==> src/rtl/prog_fetch_unit.sv <==
// Program memory plus instruction-fetch stage: loads a program while le_pm=1, then fetches the
// word at prog_counter and issues it to the execution control unit over a valid/ready handshake.
module prog_fetch_unit #(
   parameter int unsigned INSTR_W = 28,
   parameter int unsigned DEPTH   = 32,
   parameter int unsigned ADDR_W  = 5,
   parameter logic [3:0]  HALT_OP = 4'hF
) (
   input  logic               clk,
   input  logic               rst_n,
   input  logic               le_pm,
   input  logic               load_we,
   input  logic [ADDR_W-1:0]  load_addr,
   input  logic [INSTR_W-1:0] load_data,
   input  logic [ADDR_W-1:0]  prog_counter,
   input  logic               instr_ready,
   output logic [INSTR_W-1:0] instruction,
   output logic               instr_valid,
   output logic [ADDR_W:0]    prog_len,
   output logic               done
);

   typedef enum logic [2:0] {StIdle, StLoad, StFetch, StIssue, StDone} state_e;

   state_e             state_q;
   logic [INSTR_W-1:0] mem [DEPTH];
   logic [INSTR_W-1:0] fetch_word;
   logic [ADDR_W:0]    load_end;
   logic [ADDR_W:0]    pc_ext;

   assign fetch_word = mem[prog_counter];
   assign load_end   = {1'b0, load_addr} + (ADDR_W+1)'(1);
   assign pc_ext     = {1'b0, prog_counter};

   // Memory contents survive reset; only writes in load mode touch them.
   always_ff @(posedge clk) begin
      if (state_q == StLoad && le_pm && load_we) begin
         mem[load_addr] <= load_data;
      end
   end

   always_ff @(posedge clk or negedge rst_n) begin
      if (!rst_n) begin
         state_q     <= StIdle;
         instruction <= '0;
         instr_valid <= 1'b0;
         prog_len    <= '0;
         done        <= 1'b0;
      end else if (le_pm && state_q != StLoad) begin
         // Load request pre-empts everything, dropping any in-flight instruction.
         state_q     <= StLoad;
         instr_valid <= 1'b0;
         prog_len    <= '0;
         done        <= 1'b0;
      end else begin
         unique case (state_q)
            StIdle: state_q <= StIdle;
            StLoad: begin
               if (le_pm) begin
                  if (load_we && load_end > prog_len) begin
                     prog_len <= load_end;
                  end
               end else if (prog_len != '0) begin
                  state_q <= StFetch;
               end else begin
                  state_q <= StDone;
                  done    <= 1'b1;
               end
            end
            StFetch: begin
               if (pc_ext >= prog_len) begin
                  state_q <= StDone;
                  done    <= 1'b1;
               end else begin
                  instruction <= fetch_word;
                  if (fetch_word[INSTR_W-1 -: 4] == HALT_OP) begin
                     state_q <= StDone;
                     done    <= 1'b1;
                  end else begin
                     state_q     <= StIssue;
                     instr_valid <= 1'b1;
                  end
               end
            end
            StIssue: begin
               if (instr_ready) begin
                  instr_valid <= 1'b0;
                  state_q     <= StFetch;
               end
            end
            StDone: begin
               done        <= 1'b1;
               instr_valid <= 1'b0;
            end
            default: state_q <= StIdle;
         endcase
      end
   end

endmodule

==> config.mk <==
export PLATFORM = sky130hd
export DESIGN_NAME = prog_fetch_unit
export DESIGN_NICKNAME = d
export VERILOG_FILES = /design/src/rtl/prog_fetch_unit.sv
export SDC_FILE = /design/constraint.sdc
export NUM_CORES = 1
export LEC_CHECK = 0
export BUFFER_PORTS_ARGS = -buffer_cell sky130_fd_sc_hd__buf_2
export CELL_PAD_IN_SITES_DETAIL_PLACEMENT = 1
export CELL_PAD_IN_SITES_GLOBAL_PLACEMENT = 1
export CORE_MARGIN = 1.5
export CORE_UTILIZATION = 35
export DETAILED_ROUTE_END_ITERATION = 12
export HOLD_SLACK_MARGIN = 0.08
export PLACE_DENSITY = 0.54
export SYNTH_ARGS = -nofsm -noshare
export SYNTH_HDL_FRONTEND = slang
export SYNTH_SLANG_ARGS = --single-unit
export TNS_END_PERCENT = 20
==> constraint.sdc <==
create_clock -name clk -period 3.9 [get_ports clk]
set_input_delay 0.585 -clock clk [delete_from_list [all_inputs] [get_ports clk]]
set_output_delay 0.585 -clock clk [all_outputs]
set_load 0.005 [all_outputs]
# Word level (Yosys, flattened, before mapping)
# Memories as Yosys holds them, arrays and structs flattened.
# Index checks and enable logic that the tools add are counted.
dict set report word_totals {
  in_bits 43
  regBits 39
  memories 1
  out_inout_bits 36
  ramBits 896
  wordCells 63
}
# name depth word_bits read_ports rd_clocked_by_memory_dff write_ports line_no
set mem_list {}
lappend mem_list {mem 32 28 1 0 1 26} ;# logic [INSTR_W-1:0] mem [DEPTH];
dict set report classes {
  n_mux 24
  bitwise_logic 2
  n_lt_le_gt_ge 2
  n_reduce_logical 15
  addsub 1
  n_eq_ne 13
}
# op count
set op_table {}
lappend op_table {{$mux W6} 4}
lappend op_table {{$mux W3} 6}
lappend op_table {{$ne A3 B3 Y1 const B} 4}
lappend op_table {{$pmux W3 S4} 1}
lappend op_table {{$mux W1} 11}
lappend op_table {{$reduce_and A3 Y1} 3}
lappend op_table {{$reduce_and A4 Y1} 2}
lappend op_table {{$reduce_bool A4 Y1} 2}
lappend op_table {{$add A5 B1 Y6 const B} 1}
lappend op_table {{$eq A3 B2 Y1 const B} 2}
lappend op_table {{$ge A5 B6 Y1} 1}
lappend op_table {{$gt A6 B6 Y1} 1}
lappend op_table {{$pmux W1 S3} 2}
lappend op_table {{$reduce_bool A2 Y1} 3}
lappend op_table {{$reduce_bool A6 Y1} 1}
lappend op_table {{$eq A4 B4 Y1 const B} 1}
lappend op_table {{$logic_and A1 B1 Y1} 4}
lappend op_table {{$ne A4 B4 Y1 const B} 1}
lappend op_table {{$eq A3 B1 Y1 const B} 1}
lappend op_table {{$eq A3 B3 Y1 const B} 1}
lappend op_table {{$ne A3 B1 Y1 const B} 1}
lappend op_table {{$ne A3 B2 Y1 const B} 1}
lappend op_table {{$ne A2 B2 Y1 const B} 1}
lappend op_table {{$not A1 Y1} 2}

# Logic depth before layout (Yosys ltp)
dict set report logic_depth {
  word_depth 7
  ltp_mapped 15
  mapped_depth_nobuf 10
}

# Least setup slack after synthesis
# Ideal clock, no wire load.
dict set report synth_timing {
  path_type {input port to flip-flop}
  start {in prog_counter[0]}
  end {reg instruction[16]}
  n_path_buf 6
  arrival_time_ns 3.072
  t_required_ns 3.768
  path_slack_ns 0.696
  path_stages 15
  setup_time_ns 0.132
  cell_sequence {buf_6 -> buf_6 -> buf_6 -> buf_2 -> inv_1 -> ha_1 -> nand2b_1 -> a21o_1 -> a21o_1 -> a211oi_1 -> o311ai_1 -> buf_4 -> buf_1 -> nand2_1 -> o21ai_1}
}
dict set report synth_via {
  elab_chain_len 3
  word_cells_on_any_way 4
  classes_between {order compare: 1; bitwise: 1; reduce/logical: 1; memory: 1}
}
# item line_no
set synth_lines {}
lappend synth_lines {{start: declaration} 15} ;# input logic [ADDR_W-1:0] prog_counter,
lappend synth_lines {{$ge A5 B6 Y1} 71} ;# if (pc_ext >= prog_len) begin
lappend synth_lines {{$not A1 Y1 (no source line)} -}
lappend synth_lines {{$reduce_and A3 Y1 (no source line)} -}
lappend synth_lines {{end signal: assignment} 75} ;# instruction <= fetch_word;
lappend synth_lines {{end: declaration} 17} ;# output logic [INSTR_W-1:0] instruction,
# Several ways; a longest one is shown, not always the timed one.
# A chain may end at the register's enable or synchronous reset.

# Worst setup path after layout
dict set report layout_timing {
  start {reg prog_len[0]}
  end {reg instruction[19]}
}
dict set report layout_via {
  elab_chain_len 3
}
# item line_no
set layout_lines {}
lappend layout_lines {{start: declaration} 19} ;# output logic [ADDR_W:0] prog_len,
lappend layout_lines {{start signal: assignment} 61} ;# prog_len <= load_end;
lappend layout_lines {{$ge A5 B6 Y1} 71}
lappend layout_lines {{$not A1 Y1 (no source line)} -}
lappend layout_lines {{$reduce_and A3 Y1 (no source line)} -}
# No other way between the ends.

==> impl_results.md <==
* Status: complete, no violations
* Critical Path End Type: flop
* ANT cells at 0
* Post-DP HPWL at 52670 um
* Reg2reg end: instruction[19]
* Die Area at 105000 sq um
* Gr ovfl total at 0
* Min cycle time layout at 2.769 ns
* Clk buf depth at 3
* CP cell instances: ha_1 -> nand2b_1 -> a21o_1 -> a21o_1 -> a211oi_1 -> o311ai_4 -> buf_4 -> nand2_1 -> o21ai_1
* Synth Register Bits at 935
* PortBufs at 78
* Max Fanout on Critical Path at 40
* Core area at 102000 sq um
* WL final at 93280 um
* Antenna violations before repair at 8
* GP Congestion at 0.7624
* M1 GR Usage at 26.43%
* DRC at 0
* Top post-synthesis cells by area: edfxtp_1 (75%), mux4_2 (16%), dfrtp_1 (2.7%)
* Slowest-stage cell, CP: dfrtp_1
* Post-CTS resize count at 0
* Sequential area share after synthesis at 77.32%
* Crit path max-delay family: compound AO/OA/AOI/OAI gates
* Worst VDD drop at 0.3414 mV
* Max-cap violations at 0
* Synth top area share at 74.61%
* TritonCTS clock tree: yes
* Final Cycle Share at 71.01%
* LEAKAGE at 13.31 nW
* Yosys cell types at 46
* EDFF count, synth at 896
* Async S/R FF share, synth at 4.171%
* RSZ-0062 raised after global routing: false
* Number of core rows at 117
* Crit path buf inv count at 1
* Post-DP Area at 38840 sq um
* WP data arrival at 3.27 ns
* Least-Margin Pin Slew at 0.7379 ns
* Clk sinks at 935
* Top FF cell, synth: edfxtp_1
* Number of DRC markers in iteration 0 at 1348
* Num CTS Buffers at 97
* Final setup fails at 0
* Vias/cell at 5.290
* Critical Path Most Common Cell: a21o_1
* Fin area at 41920 sq um
* Die H at 324.0 um
* Max-slew violations at 0
* Root Driver: clkbuf_16
* GRT met3 Usage at 2.585%
* Share of cells above drive strength 1 at 32.87%
* Setup TNS at 0 ns
* First-pass GRT wire length at 134500 um
* Critical Path Source: prog_len[0]
* Pin count of the biggest net entering global routing at 75
* Ys Warns at 0
* Total Power at 21.75 mW
* Nets at 1769
* Worst path depth at 9
* Synth-to-Final Area Change at 16.25%
* Slew Limit Headroom at 50.69%
* Synthesized net count at 1598
* Via count at 16731
* Clock Pin Slew Worst Setup and Hold Paths at 0.06 ns
* Total global-route track usage at 18.23%
* Setup CP Type: reg -> reg
* Top-level I/O count at 79
* Critical R2R Launch: prog_len[0]
* Clock latency on the worst-skew pair at 0.66 ns
* Critical Path RT at 4.40 ns
* FF-to-FF setup slack at 1.13 ns
* Most common cell after layout, fill and taps aside: edfxtp_1
* Setup crit end: instruction[19]
* Fmax achieved at 0.3611 GHz
* Most frequent cells in the layout: edfxtp_1 (896), mux4_2 (264), clkbuf_16 (99)
* Drt pass-1 iters at 7
* Filler instances at 9483
* Syn avg cell area at 23.42 sq um
* GRT Max-Usage Layer: met2
* Clk_skew at 0.03205 ns
* Hold Path Class: in -> reg
* PwrDens at 518.9 nW/um^2
* GRT met2 Usage at 29.04%
* Synth area leader: edfxtp_1
* Synth Cell Area at 36060 sq um
* Remaining antenna violation count at 0
* CP Launch Type: flop
* Die X at 324.0 um
* Starting density of the core at 35.34%
* Cell count after synthesis at 1540
* R2R depth at 9
* Max stage delay on crit path at 0.46 ns
* H-tree depth at 3
* Final hold violations at 0
* Wire per inst at 29.49 um
* Vias in the first global route at 17929
* WHS at 0.2181 ns
## routing by layer
metal | share of wire, % | vias to the layer above
met5 | 0.074 | -
met4 | 2.0 | 10
met1 | 45 | 9255
li1 | - | 6900
met3 | 4.9 | 129
met2 | 48 | 437
## per-stage QoR
stage                     instances  worst slack (ns)  utilization, %
after floorplan                1540            0.6962               -
after global placement         2979            0.5544           38.07
after detailed placement       2979            0.5585           38.07
after CTS                      3163             1.147           41.08
after global routing           3163            0.8937           41.08
final                          3163             1.131           41.08
## repair_timing
| item | CTS | global route |
|---|---|---|
| endpoints found under the hold margin | 39 | 0 |
| hold buffers | 1 | 0 |
| setup buffers | 0 | 0 |
## cells in the mapped netlist (2+ instances only)
cell and instances:
nor3_1 3, dfrtp_1 39, edfxtp_1 896, mux4_2 264, o21ai_1 29, and3_1 4, mux2i_1 30, buf_2 23
o21ai_0 5, clkbuf_1 37, buf_1 5, ha_1 15, o31ai_1 2, nand3b_1 3, buf_6 6, o211ai_1 8
o21a_1 3, nor2_1 45, a21o_1 2, inv_1 16, nand3_1 12, nand2_1 52, a31o_2 4, nand2b_1 2
mux4_1 12, a21oi_1 2, xnor2_1 2
## kinds of logic (layout without fill, tap and decap cells)
kind of cell,Yosys count,in the layout,share of synthesized area [%]
AO/OA/AOI/OAI,60,60,1.037
XOR/XNOR,3,3,0.07288
adder cells (fa/ha/maj),15,15,0.5205
buffers and inverters,93,348,1.322
flip-flops,935,935,77.32
multiplexers,306,306,18.20
AND/OR/NAND/NOR,128,128,1.530
## where the power goes
| group | switching (mW) | leakage (nW) | internal (mW) |
|---|---|---|---|
| sequential | 0.165 | 8.57 | 11.2 |
| combinational | 0.821 | 3.24 | 0.586 |
| clock | 3.86 | 1.50 | 5.14 |
## worst reg2reg max path, stage by stage (launching register included)
cell and delay, ns:
dfrtp_1 0.46, ha_1 0.30, nand2b_1 0.14, a21o_1 0.18, a21o_1 0.17, a211oi_1 0.46
o311ai_4 0.30, buf_4 0.39, nand2_1 0.16, o21ai_1 0.06
## state kept, by name, indices dropped and copies added (netlist names)
| name | flops |
|---|---|
| instruction | 28 |
| state_q | 3 |
| instr_valid | 1 |
| mem | 896 |
| done | 1 |
| prog_len | 6 |
## final cells by class
class                   count  area (sq um)  area share [%]
flip-flops and latches    935         27880           66.51
inverters                  16         62.56          0.1492
multi-input cells         512          7959           18.99
clock inverters            49         431.7           1.030
clock buffers             134          2639           6.295
well taps                1368          1712           4.083
repair buffers            149          1235           2.946
## how the worst min path moves through the flow
stage	to	from	slack [ns]	depth (start not counted)
2_1_floorplan	done	rst_n	0.29	0
3_3_place_gp	instruction[14]	instruction[14]	0.48	2
3_5_place_dp	instruction[22]	instruction[22]	0.48	2
4_1_cts	state_q[1]	le_pm	0.18	2
5_1_grt	state_q[1]	le_pm	0.21	2
6_report	state_q[1]	le_pm	0.22	2
Note: power is estimated with default switching activity, not from simulation.
